**src/rtl/led_pkg.sv**
```systemverilog
// Shared constants for the LED scan display: active-low segment codes (a..g) and anode idle value.
package led_pkg;

    localparam logic [6:0] SEG_0     = 7'b0000001;
    localparam logic [6:0] SEG_1     = 7'b1001111;
    localparam logic [6:0] SEG_2     = 7'b0010010;
    localparam logic [6:0] SEG_3     = 7'b0000110;
    localparam logic [6:0] SEG_4     = 7'b1001100;
    localparam logic [6:0] SEG_5     = 7'b0100100;
    localparam logic [6:0] SEG_6     = 7'b0100000;
    localparam logic [6:0] SEG_7     = 7'b0001111;
    localparam logic [6:0] SEG_8     = 7'b0000000;
    localparam logic [6:0] SEG_9     = 7'b0000100;
    localparam logic [6:0] SEG_A     = 7'b0001000;
    localparam logic [6:0] SEG_B     = 7'b1100000;
    localparam logic [6:0] SEG_C     = 7'b0110001;
    localparam logic [6:0] SEG_D     = 7'b1000010;
    localparam logic [6:0] SEG_E     = 7'b0110000;
    localparam logic [6:0] SEG_F     = 7'b0111000;

    localparam logic [6:0] SEG_BLANK = 7'b1111111;
    localparam logic [3:0] AN_OFF    = 4'b1111;

endpackage

```
**src/rtl/LEDdecoder.sv**
```systemverilog
// Hex nibble to active-low 7-segment code (purely combinational).
module LEDdecoder
    import led_pkg::*;
(
    input  logic [3:0] hex,
    output logic [6:0] led_c
);

    always_comb begin
        led_c = SEG_BLANK;
        unique case (hex)
            4'h0: led_c = SEG_0;
            4'h1: led_c = SEG_1;
            4'h2: led_c = SEG_2;
            4'h3: led_c = SEG_3;
            4'h4: led_c = SEG_4;
            4'h5: led_c = SEG_5;
            4'h6: led_c = SEG_6;
            4'h7: led_c = SEG_7;
            4'h8: led_c = SEG_8;
            4'h9: led_c = SEG_9;
            4'hA: led_c = SEG_A;
            4'hB: led_c = SEG_B;
            4'hC: led_c = SEG_C;
            4'hD: led_c = SEG_D;
            4'hE: led_c = SEG_E;
            default: led_c = SEG_F;
        endcase
    end

endmodule

```
**src/rtl/led_scan_ctrl.sv**
```systemverilog
// Four-digit multiplexed 7-segment scanner with shadowed display data and per-slot dead time.
// Optional leading-zero blanking when LED_SCAN_LZ_BLANK_EN is defined.
module led_scan_ctrl
    import led_pkg::*;
#(
    parameter int unsigned CLK_DIV     = 20000,
    parameter int unsigned DEAD_CYCLES = 1000
) (
    input  logic        clk,
    input  logic        reset,
    input  logic        load,
    input  logic [15:0] digit_data,
    output logic [3:0]  an,
    output logic [6:0]  seg,
    output logic        frame_done
);

    localparam int unsigned      CNT_W    = $clog2(CLK_DIV);
    localparam logic [CNT_W-1:0] CNT_LAST = CNT_W'(CLK_DIV - 1);
    localparam logic [CNT_W-1:0] CNT_DEAD = CNT_W'(DEAD_CYCLES);

    logic [CNT_W-1:0] cnt, cnt_nxt;
    logic [1:0]       idx, idx_nxt;
    logic [15:0]      shadow, active, active_nxt;
    logic             slot_end, commit;
    logic [3:0]       nib_nxt;
    logic [6:0]       seg_dec_c, seg_nxt;
    logic [3:0]       an_nxt;
    logic             blank_nxt;
    logic             frame_done_nxt;

    LEDdecoder u_dec (
        .hex   (nib_nxt),
        .led_c (seg_dec_c)
    );

    // Outputs are computed from next-cycle state so an/seg come straight from flops.
    always_comb begin
        slot_end   = (cnt == CNT_LAST);
        commit     = slot_end && (idx == 2'd0);
        cnt_nxt    = slot_end ? '0 : cnt + CNT_W'(1);
        idx_nxt    = slot_end ? idx - 2'd1 : idx;
        active_nxt = commit ? shadow : active;
        nib_nxt    = 4'(active_nxt >> {idx_nxt, 2'b00});

`ifdef LED_SCAN_LZ_BLANK_EN
        unique case (idx_nxt)
            2'd3:    blank_nxt = (active_nxt[15:12] == 4'h0);
            2'd2:    blank_nxt = (active_nxt[15:8] == 8'h00);
            2'd1:    blank_nxt = (active_nxt[15:4] == 12'h000);
            default: blank_nxt = 1'b0;
        endcase
`else
        blank_nxt = 1'b0;
`endif

        seg_nxt = blank_nxt ? SEG_BLANK : seg_dec_c;
        an_nxt  = AN_OFF;
        if (!blank_nxt && (cnt_nxt >= CNT_DEAD)) begin
            an_nxt[idx_nxt] = 1'b0;
        end
        frame_done_nxt = (cnt_nxt == CNT_LAST) && (idx_nxt == 2'd0);
    end

    always_ff @(posedge clk or posedge reset) begin
        if (reset) begin
            cnt        <= '0;
            idx        <= 2'd3;
            shadow     <= '0;
            active     <= '0;
            an         <= AN_OFF;
            seg        <= SEG_BLANK;
            frame_done <= 1'b0;
        end else begin
            cnt        <= cnt_nxt;
            idx        <= idx_nxt;
            active     <= active_nxt;
            if (load) begin
                shadow <= digit_data;
            end
            an         <= an_nxt;
            seg        <= seg_nxt;
            frame_done <= frame_done_nxt;
        end
    end

endmodule

```
**config.mk**
```make
export PLATFORM = sky130hd
export DESIGN_NAME = led_scan_ctrl
export DESIGN_NICKNAME = d
export VERILOG_FILES = /design/src/rtl/led_pkg.sv /design/src/rtl/LEDdecoder.sv /design/src/rtl/led_scan_ctrl.sv
export SDC_FILE = /design/constraint.sdc
export NUM_CORES = 1
export LEC_CHECK = 0
export CAP_MARGIN = 30
export CORE_MARGIN = 2
export CORE_UTILIZATION = 50
export DETAILED_ROUTE_END_ITERATION = 8
export PLACE_DENSITY = 0.71
export SYNTH_ARGS = -nofsm -noshare
export SYNTH_HDL_FRONTEND = slang
export SYNTH_SLANG_ARGS = --single-unit
```
**constraint.sdc**
```tcl
create_clock -name clk -period 6.9 [get_ports clk]
set_input_delay 1.38 -clock clk [delete_from_list [all_inputs] [get_ports clk]]
set_output_delay 1.38 -clock clk [all_outputs]
set_load 0.005 [all_outputs]
```
==> results of run 1 <==
-- power groups by stage --
| stage | Clock (mW) | Sequential, mW | Combinational, mW |
|---|---|---|---|
| final | 0.358 | 0.373 | 0.0288 |
| after global routing | 0.384 | 0.374 | 0.0324 |
| after CTS | 0.364 | 0.373 | 0.0300 |
| after detailed placement | 0 | 0.379 | 0.0300 |
| after global placement | 0 | 0.379 | 0.0292 |
| after floorplan | 0 | 0.377 | 0.0165 |
-- state kept, by name (all words and copies together) (netlist names) --
register	cells
active	16
an	4
cnt	15
frame_done	1
idx	2
seg	7
shadow	16
-- layer usage --
layer  wire length, um  track usage
met5                 0            0
met4               110      0.08689
met3               236      0.05870
met2              2390       0.2653
met1              2600       0.2316
-- synth_stat cells, drive strengths merged (2+ instances only) --
cell type and count:
and2 2, nor2 11, nand3 13, nand4 4, clkbuf 3, o31ai 2, buf 9, mux2i 12
a22o 4, nor3 3, o22ai 2, ha 8, a21oi 2, dfstp 13, nor4b 2, nor3b 3
mux2 39, dfrtp 48, inv 11, and3 3, xor2 9, and4 4, nand2 7, nand4b 2
o21ai 7, nand3b 3, xnor2 7
-- logic make-up (layout without fill, tap and decap cells) --
kind of cell	count (synthesis)	in the layout	share of synthesized area
AO/OA/AOI/OAI	22	22	0.05380
XOR/XNOR	16	16	0.05138
adder cells (fa/ha/maj)	8	8	0.03236
buffers and inverters	24	59	0.04491
flip-flops	61	61	0.4988
multiplexers	51	51	0.1833
AND/OR/NAND/NOR	64	64	0.1355
-- per-stage QoR --
stage	cells	setup WS [ns]	cell area, um^2	utilization	hold WS [ns]
2_1_floorplan	246	4.028	3093	-	0.4702
3_3_place_gp	340	3.768	3413	0.5731	0.4833
3_5_place_dp	340	3.654	3413	0.5731	0.4871
4_1_cts	356	3.634	3640	0.6111	0.5019
5_1_grt	356	3.375	3640	0.6111	0.5136
6_report	356	3.630	3640	0.6111	0.4989
-- cells in the final DEF, fill, tap and decap left out, types with 2 or more instances in the layout --
cell type / count
mux2_4: 2
nand2_1: 7
nor3b_1: 2
nand4_1: 3
mux2i_1: 12
nand4b_1: 2
a22o_1: 4
xnor2_1: 6
o22ai_1: 2
nand3_1: 13
xor2_1: 9
clkbuf_1: 2
ha_1: 8
nand3b_1: 3
and4_1: 3
nor3_1: 3
nor2_1: 11
o31ai_1: 2
o21ai_0: 6
and2_1: 2
clkdlybuf4s50_1: 30
mux2_2: 36
clkbuf_8: 11
dfrtp_1: 48
bufinv_16: 2
and3_1: 3
nor4b_4: 2
dfstp_2: 13
inv_1: 10
-- worst register-to-register path, cell delays in order (launching register included) --
cell,delay (ns)
dfrtp_1,0.41
ha_1,0.31
and4_1,0.45
and4_4,0.43
xnor2_4,0.21
clkinv_8,0.12
mux2i_1,0.14
mux2_2,0.33
inv_1,0.10
ha_1,0.21
inv_1,0.08
mux2_1,0.30
mux2i_1,0.13
-- path summary, 6_finish.rpt --
| path | from | to | slack [ns] | cells past startpoint |
|---|---|---|---|---|
| max in group asynchronous | reset | frame_done$_DFF_PP0_ | 4.86 | 3 |
| max reg2reg | cnt[0]$_DFF_PP0_ | seg[3]$_DFF_PP1_ | 3.63 | 12 |
| max | cnt[0]$_DFF_PP0_ | seg[3]$_DFF_PP1_ | 3.63 | 12 |
| min reg2reg | active[0]$_DFF_PP0_ | active[0]$_DFF_PP0_ | 0.50 | 1 |
| min in group asynchronous | reset | active[6]$_DFF_PP0_ | 1.57 | 3 |
| min | active[0]$_DFF_PP0_ | active[0]$_DFF_PP0_ | 0.50 | 1 |
-- layout make-up --
class	count	area share
Multi-Input combinational cell	161	0.3878
Timing Repair Buffer	31	0.08457
Clock inverter	3	0.01856
Clock buffer	13	0.04366
Tap cell	75	0.02578
Inverter	12	0.01581
Sequential cell	61	0.4239
==> impl_metrics.toml, run 1 <==
[placement]
place_congestion = 0.8061
place_hpwl_mm = 3.698
port_buffers = 30

[route]
drtIter0Drc = 115
antenna_left = 0
wl_per_cell_um = 14.99
drtPass1Iterations = 5
routed_wl_mm = 5.337
drt-vias-per-instance = 5.497
vias = 1957
drc = 0

[setup_path]
crit_chain = "ha_1 -> and4_1 -> and4_4 -> xnor2_4 -> clkinv_8 -> mux2i_1 -> mux2_2 -> inv_1 -> ha_1 -> inv_1 -> mux2_1 -> mux2i_1"
max_stage_delay_ns = 0.44
crit_fanout = 12
slowest_stage = "and4_1"
worstSetupEndpointType = "flop"
critPathTopFamily = "multiplexers"
critPathKind = "reg -> reg"
start_kind = "flop"
critical_path_buf_inv_count = 3
cp_data_required_time_ns = 7.17
arrival_ns = 3.54

[outcome]
outcome = "completed"

[die]
die_h_um = 82.65
die-area_um2 = 6831
rows = 28
ios = 31
start_util = 0.5193
core_area_um2 = 5956
die_w_um = 82.65

[hold_path]
holdCritPathClass = "reg -> reg"

[logic_synthesis]
avgSynthCellArea_um2 = 12.57
ys_seq_area_frac = 0.4988
synth-main-ff-cell = "dfrtp_1"
ys.warnings.count = 0
synth_largest_area_cell = "dfrtp_1"
synth_cells = 246
synth_edf_count = 0
synthTopCellsByArea = "dfrtp_1 39%, mux2_2 13%, dfstp_2 11%"
synth_nets = 273
yosysTopAreaCellShare = 0.3883
yosysUniqueCellTypes = 50
syn_area_um2 = 3093
async_flop_share = 1.000
ys_ff_latch = 61

[cts]
htreeDepth = 3
cts.sinks = 61
cts_tree = "built"
cts_buffers = 9
clk_latency_ns = 0.34
cts_hold_buf = 0
clock-root-buffer = "clkbuf_8"
post_cts.repair.setup_buffers = 0
cts_resized = 0
cts.path.max_buffers = 2
clk_pin_slew_ns = 0.07

[grt]
grt_pass1_wl_mm = 8.873
grt_overflow = 0
grt_start_max_net_pins = 62
grt_pass1_vias = 1889
gr-usage-all-layers = 0.1774
antenna_found_initial = 0

[power_and_ir_drop]
p_leak_nw = 1.583
power_frac_comb = 0.038
switching_share = 0.1987
pwr-share-clk = 0.471
seqPwrFrac = 0.491
vdd_drop_max_mv = 0.1369
intPower_uw = 608.5
finalPower_uw = 759.5
p_sw_uw = 150.9
powerDensity_nw_per_um2 = 208.7

[final_layout]
multi_input_area_um2 = 1411
fillers = 495
final_layout_size_suffix_gt1_frac = 0.2740
n_antenna_cell = 0
syn2layout_area_growth_pct = 17.68
finalNetCount = 303
ff_latch_area_um2 = 1543

[sta]
finalClockSkew_ns = 0.01180
hold_viol_final = 0
setup_tns_ns = 0
finalSetupViolations = 0
fmax_mhz = 305.8
slew_headroom = 0.5194
min_period_over_period = 0.4739
drv_slew = 0
tightest_slew_ns = 0.7186
rsz0062_at_grt = "no"
min_period_ns = 3.270

[run]
drv_cap = 0
Note: power is estimated with default switching activity, not from simulation.
==> inputs of run 2 (changes only) <==
clock period = 3.25 ns   (was 6.9 ns; I/O delays follow)
==> run 2 against run 1 <==
Maximum frequency is 10% higher. Combinational power is 120% higher. Count of clock-buffer cells in the layout is 2 lower. Clock skew is 0.0019 ns higher. Total power is 93% higher. Global-route usage is 0.68 points higher. Utilization is 0.15 points higher. Critical path depth stayed put. Flip-flop and latch count stayed put. Non-clock buffer count is 5 higher. Sequential share of layout area is 0.10 points lower. Critical path type unchanged. Critical endpoint unchanged.
==> impl_metrics.toml, run 2 (synthesized netlist as in run 1, its figures left out) <==
[grt]
grt_pass1_vias = 1939
gr-usage-all-layers = 0.1842
grt_pass1_wl_mm = 9.308
grt_overflow = 0
antenna_found_initial = 0
grt_start_max_net_pins = 38

[sta]
finalClockSkew_ns = 0.01368
hold_slack_ns = 0.4965
tightest_slew_ns = 0.6997
min_period_ns = 2.965
setup_slack_ns = 0.2851
drv_slew = 0
min_period_over_period = 0.9123
fmax_mhz = 337.3
hold_viol_final = 0
setup_tns_ns = 0
slew_headroom = 0.5321
finalSetupViolations = 0
rsz0062_at_grt = "no"

[setup_path]
slowest_stage = "dfrtp_1"
max_stage_delay_ns = 0.40
cp_data_required_time_ns = 3.52
crit_chain = "ha_1 -> and4_1 -> and4_4 -> xnor2_4 -> clkinv_8 -> mux2i_1 -> mux2_2 -> inv_1 -> ha_1 -> inv_1 -> mux2_1 -> mux2i_1"
rr_startpoint = "cnt[0]$_DFF_PP0_"
worstSetupEndpointType = "flop"
r2r_cells = 12
crit_fanout = 9
rr_endpoint = "seg[3]$_DFF_PP1_"
arrival_ns = 3.23
critPathTopFamily = "multiplexers"
critical_path_buf_inv_count = 3
critPathKind = "reg -> reg"
start_kind = "flop"
rrSetupSlack_ns = 0.29

[cts]
cts.sinks = 61
cts_hold_buf = 0
cts.path.max_buffers = 2
htreeDepth = 3
clk_pin_slew_ns = 0.07
cts_buffers = 9
clock-root-buffer = "clkbuf_8"
cts_resized = 0
post_cts.repair.setup_buffers = 0
cts_tree = "built"
clk_latency_ns = 0.34

[final_layout]
final_layout_size_suffix_gt1_frac = 0.2937
final_cell_mix = "48 x dfrtp_1, 36 x mux2_2, 30 x clkdlybuf4s50_1, 13 x nand3_1, 13 x dfstp_2"
finalNetCount = 308
reg_top3 = "active (16), shadow (16), cnt (15)"
final_common_cell = "dfrtp_1"
layout.cells.non_filler = 361
n_antenna_cell = 0
syn2layout_area_growth_pct = 17.96

[hold_path]
worstHoldEndpoint = "active[8]$_DFF_PP0_"
hp-start = "active[8]$_DFF_PP0_"
holdCritPathClass = "reg -> reg"
min_path_cells = 1

[placement]
placed_cells = 345
port_buffers = 30
place_hpwl_mm = 3.921
place_congestion = 0.8814
place_ws_ns = 0.2766

[route]
drtPass1Iterations = 5
drtIter0Drc = 113
routed_wl_mm = 5.315
drc = 0
vias = 1932
wl_per_cell_um = 14.72
antenna_left = 0
drt-vias-per-instance = 5.352

[die]
ios = 31
die_w_um = 82.65
start_util = 0.5193
die-area_um2 = 6831
rows = 28
core_area_um2 = 5956
die_h_um = 82.65

[outcome]
outcome = "completed"

[run]
drv_cap = 0

[power_and_ir_drop]
p_leak_nw = 1.594
vdd_drop_max_mv = 0.3038
powerDensity_nw_per_um2 = 402.3
[run 2: cell types whose count changed in the layout (fill, tap and decap cells not counted), moves of 2 or more]
cell	previous run	this run
clkbuf_1	2	0
bufinv_16	2	0
clkinv_2	0	2
buf_4	1	5
[run 2: through the flow]
stage,area [um^2],util,power [mW]
final,3649,0.6126,1.468
after global routing,3649,0.6126,1.537
after floorplan,3093,-,0.8347
after detailed placement,3463,0.5815,0.8713
after global placement,3463,0.5815,0.8684
after CTS,3649,0.6126,1.492
[run 2: worst reg2reg max path, delay by kind of cell, from the launching register on]
| family | cells | cell delay (ns) |
|---|---|---|
| xor gates and xnor gates | 1 | 0.19 |
| adders and majority gates | 2 | 0.39 |
| buffers and inverters | 3 | 0.30 |
| DFF | 1 | 0.40 |
| muxes | 4 | 0.91 |
| and+or+nand+nor | 2 | 0.72 |
[run 2: worst max-delay path by stage]
stage	start	end	cells after the start
floorplan	cnt[0]$_DFF_PP0_	seg[3]$_DFF_PP1_	13
global placement	cnt[0]$_DFF_PP0_	seg[3]$_DFF_PP1_	12
detailed placement	cnt[0]$_DFF_PP0_	seg[3]$_DFF_PP1_	12
CTS	cnt[0]$_DFF_PP0_	seg[3]$_DFF_PP1_	12
global route	cnt[0]$_DFF_PP0_	seg[3]$_DFF_PP1_	12
finish	cnt[0]$_DFF_PP0_	seg[3]$_DFF_PP1_	12
[run 2: cell type report]
type | instances | area, um^2
Clock buffer | 11 | 151.4
Clock inverter | 5 | 33.78
Fill cell | 478 | 2307
Inverter | 12 | 57.56
Multi-Input combinational cell | 161 | 1411
Sequential cell | 61 | 1543
Tap cell | 75 | 93.84
Timing Repair Buffer | 36 | 357.8
[run 2: per-layer routing]
| layer | global-route usage | share of wire |
|---|---|---|
| met4 | 0.09836 | 0.014 |
| met1 | 0.2609 | 0.50 |
| met5 | 0 | 0 |
| met3 | 0.03913 | 0.031 |
| met2 | 0.2637 | 0.45 |
[run 2: where the power goes]
group | total [mW] | internal [mW] | switching (mW)
clock network | 0.613 | 0.318 | 0.295
registers | 0.791 | 0.780 | 0.0113
logic | 0.0639 | 0.0390 | 0.0249
total | 1.47 | 1.14 | 0.331
==> inputs of run 3 (changes only) <==
CORE_MARGIN = 5   (was 2)
==> run 3 against run 2 <==
Final area decreased by 0.34%. Total power increased by 0.77%. Flip-flop and latch count unchanged. Routed wire length increased by 1.6%. Count of clock-buffer cells in the layout increased by 1. Global-route usage decreased by 2.3 points. Clock skew decreased by 0.00055 ns. Largest cell class unchanged.
==> impl_metrics.toml, run 3 (synthesized netlist as in run 1, its figures left out) <==
[final_layout]
finalNetCount = 306
final_cell_mix = "48 x dfrtp_1, 36 x mux2_2, 30 x clkdlybuf4s50_1, 13 x nand3_1, 13 x dfstp_2"
n_antenna_cell = 0
final_common_cell = "dfrtp_1"
final_area_um2 = 3636
final_layout_size_suffix_gt1_frac = 0.2852
reg_top3 = "active (16), shadow (16), cnt (15)"
syn2layout_area_growth_pct = 17.56

[die]
core_area_um2 = 5956
die_h_um = 88.65
die_w_um = 88.65
start_util = 0.5193
rows = 28
ios = 31
die-area_um2 = 7859

[sta]
rsz0062_at_grt = "no"
min_period_ns = 3.026
hold_viol_final = 0
finalClockSkew_ns = 0.01313
setup_tns_ns = 0
finalSetupViolations = 0
tightest_slew_ns = 0.6689
setup_slack_ns = 0.2240
drv_slew = 0
fmax_mhz = 330.5
slew_headroom = 0.5527
min_period_over_period = 0.9311

[setup_path]
max_stage_delay_ns = 0.42
cp-startpoint = "cnt[0]$_DFF_PP0_"
critPathKind = "reg -> reg"
cp_data_required_time_ns = 3.53
critical_path_buf_inv_count = 3
crit_fanout = 9
arrival_ns = 3.31
rr_startpoint = "cnt[0]$_DFF_PP0_"
critPathTopFamily = "multiplexers"
slowest_stage = "and4_1"
start_kind = "flop"
crit_chain = "ha_1 -> and4_1 -> and4_4 -> xnor2_4 -> clkinv_8 -> mux2i_1 -> mux2_2 -> inv_1 -> ha_1 -> inv_1 -> mux2_1 -> mux2i_1"
worstSetupEndpointType = "flop"

[placement]
place_hpwl_mm = 3.881
place_congestion = 0.8551
placed_area_um2 = 3448
port_buffers = 30
place_ws_ns = 0.2426

[route]
vias = 1945
drtPass1Iterations = 4
antenna_left = 0
wl_per_cell_um = 15.05
routed_wl_mm = 5.402
drc = 0
drtIter0Drc = 90
drt-vias-per-instance = 5.418

[run]
drv_cap = 0

[power_and_ir_drop]
vdd_drop_max_mv = 0.3325
finalPower_mw = 1.479
p_leak_nw = 1.583
powerDensity_nw_per_um2 = 406.8

[cts]
cts.sinks = 61
cts_hold_buf = 0
clk_pin_slew_ns = 0.07
clock-root-buffer = "clkbuf_8"
post_cts.repair.setup_buffers = 0
cts_buffers = 9
cts_tree = "built"
cts.path.max_buffers = 2
htreeDepth = 3
clk_latency_ns = 0.35
cts_resized = 0

[grt]
grt_pass1_vias = 1954
gr-usage-all-layers = 0.1616
grt_overflow = 0
grt_start_max_net_pins = 43
grt_pass1_wl_mm = 9.535
antenna_found_initial = 0

[outcome]
outcome = "completed"

[hold_path]
holdCritPathClass = "reg -> reg"
hp-start = "active[3]$_DFF_PP0_"
## run 3: cell types whose count changed in the layout (fill, tap and decap cells not counted), sizes merged
cell,delta
buf,-2
clkbuf,+1
inv,-1
## run 3: area by class of cell
cell class / instances / area, um^2
timing repair buffer: 34 / 342.8
sequential: 61 / 1543
fill: 500 / 2320
inverter: 12 / 57.56
tap: 75 / 93.84
clock inverter: 4 / 32.53
clock buffer: 12 / 155.1
multi-input combinational: 161 / 1411
## run 3: layer usage
metal / routed length (um) / share of wire / vias up / track usage
met2: 2394 / 0.44 / 54 / 0.2301
li1: - / - / 940 / -
met5: 0 / 0 / - / 0
met4: 87 / 0.016 / 0 / 0.07830
met1: 2581 / 0.48 / 943 / 0.2250
met3: 338 / 0.063 / 8 / 0.04749
## run 3: metrics by stage
step | util | std cells | hold WS (ns)
floorplan | - | 246 | 0.4702
global route | 0.6105 | 359 | 0.5171
CTS | 0.6105 | 359 | 0.5005
global placement | 0.5790 | 343 | 0.4781
finish | 0.6105 | 359 | 0.4985
detailed placement | 0.5790 | 343 | 0.4840
## run 3: worst paths after layout
kind,endpoint,depth (start not counted),slack [ns]
setup / recovery,seg[3]$_DFF_PP1_,12,0.22
hold / removal,active[3]$_DFF_PP0_,1,0.50
setup reg to reg,seg[3]$_DFF_PP1_,12,0.22
hold reg to reg,active[3]$_DFF_PP0_,1,0.50
max in group asynchronous,idx[1]$_DFF_PP1_,3,2.00
min in group asynchronous,cnt[5]$_DFF_PP0_,2,0.63
## run 3: report_power, final
part           switching, mW  total (mW)  internal, mW
sequential            0.0119       0.792         0.780
combinational         0.0243      0.0633        0.0389
clock                  0.304       0.624         0.321
total                  0.340        1.48          1.14
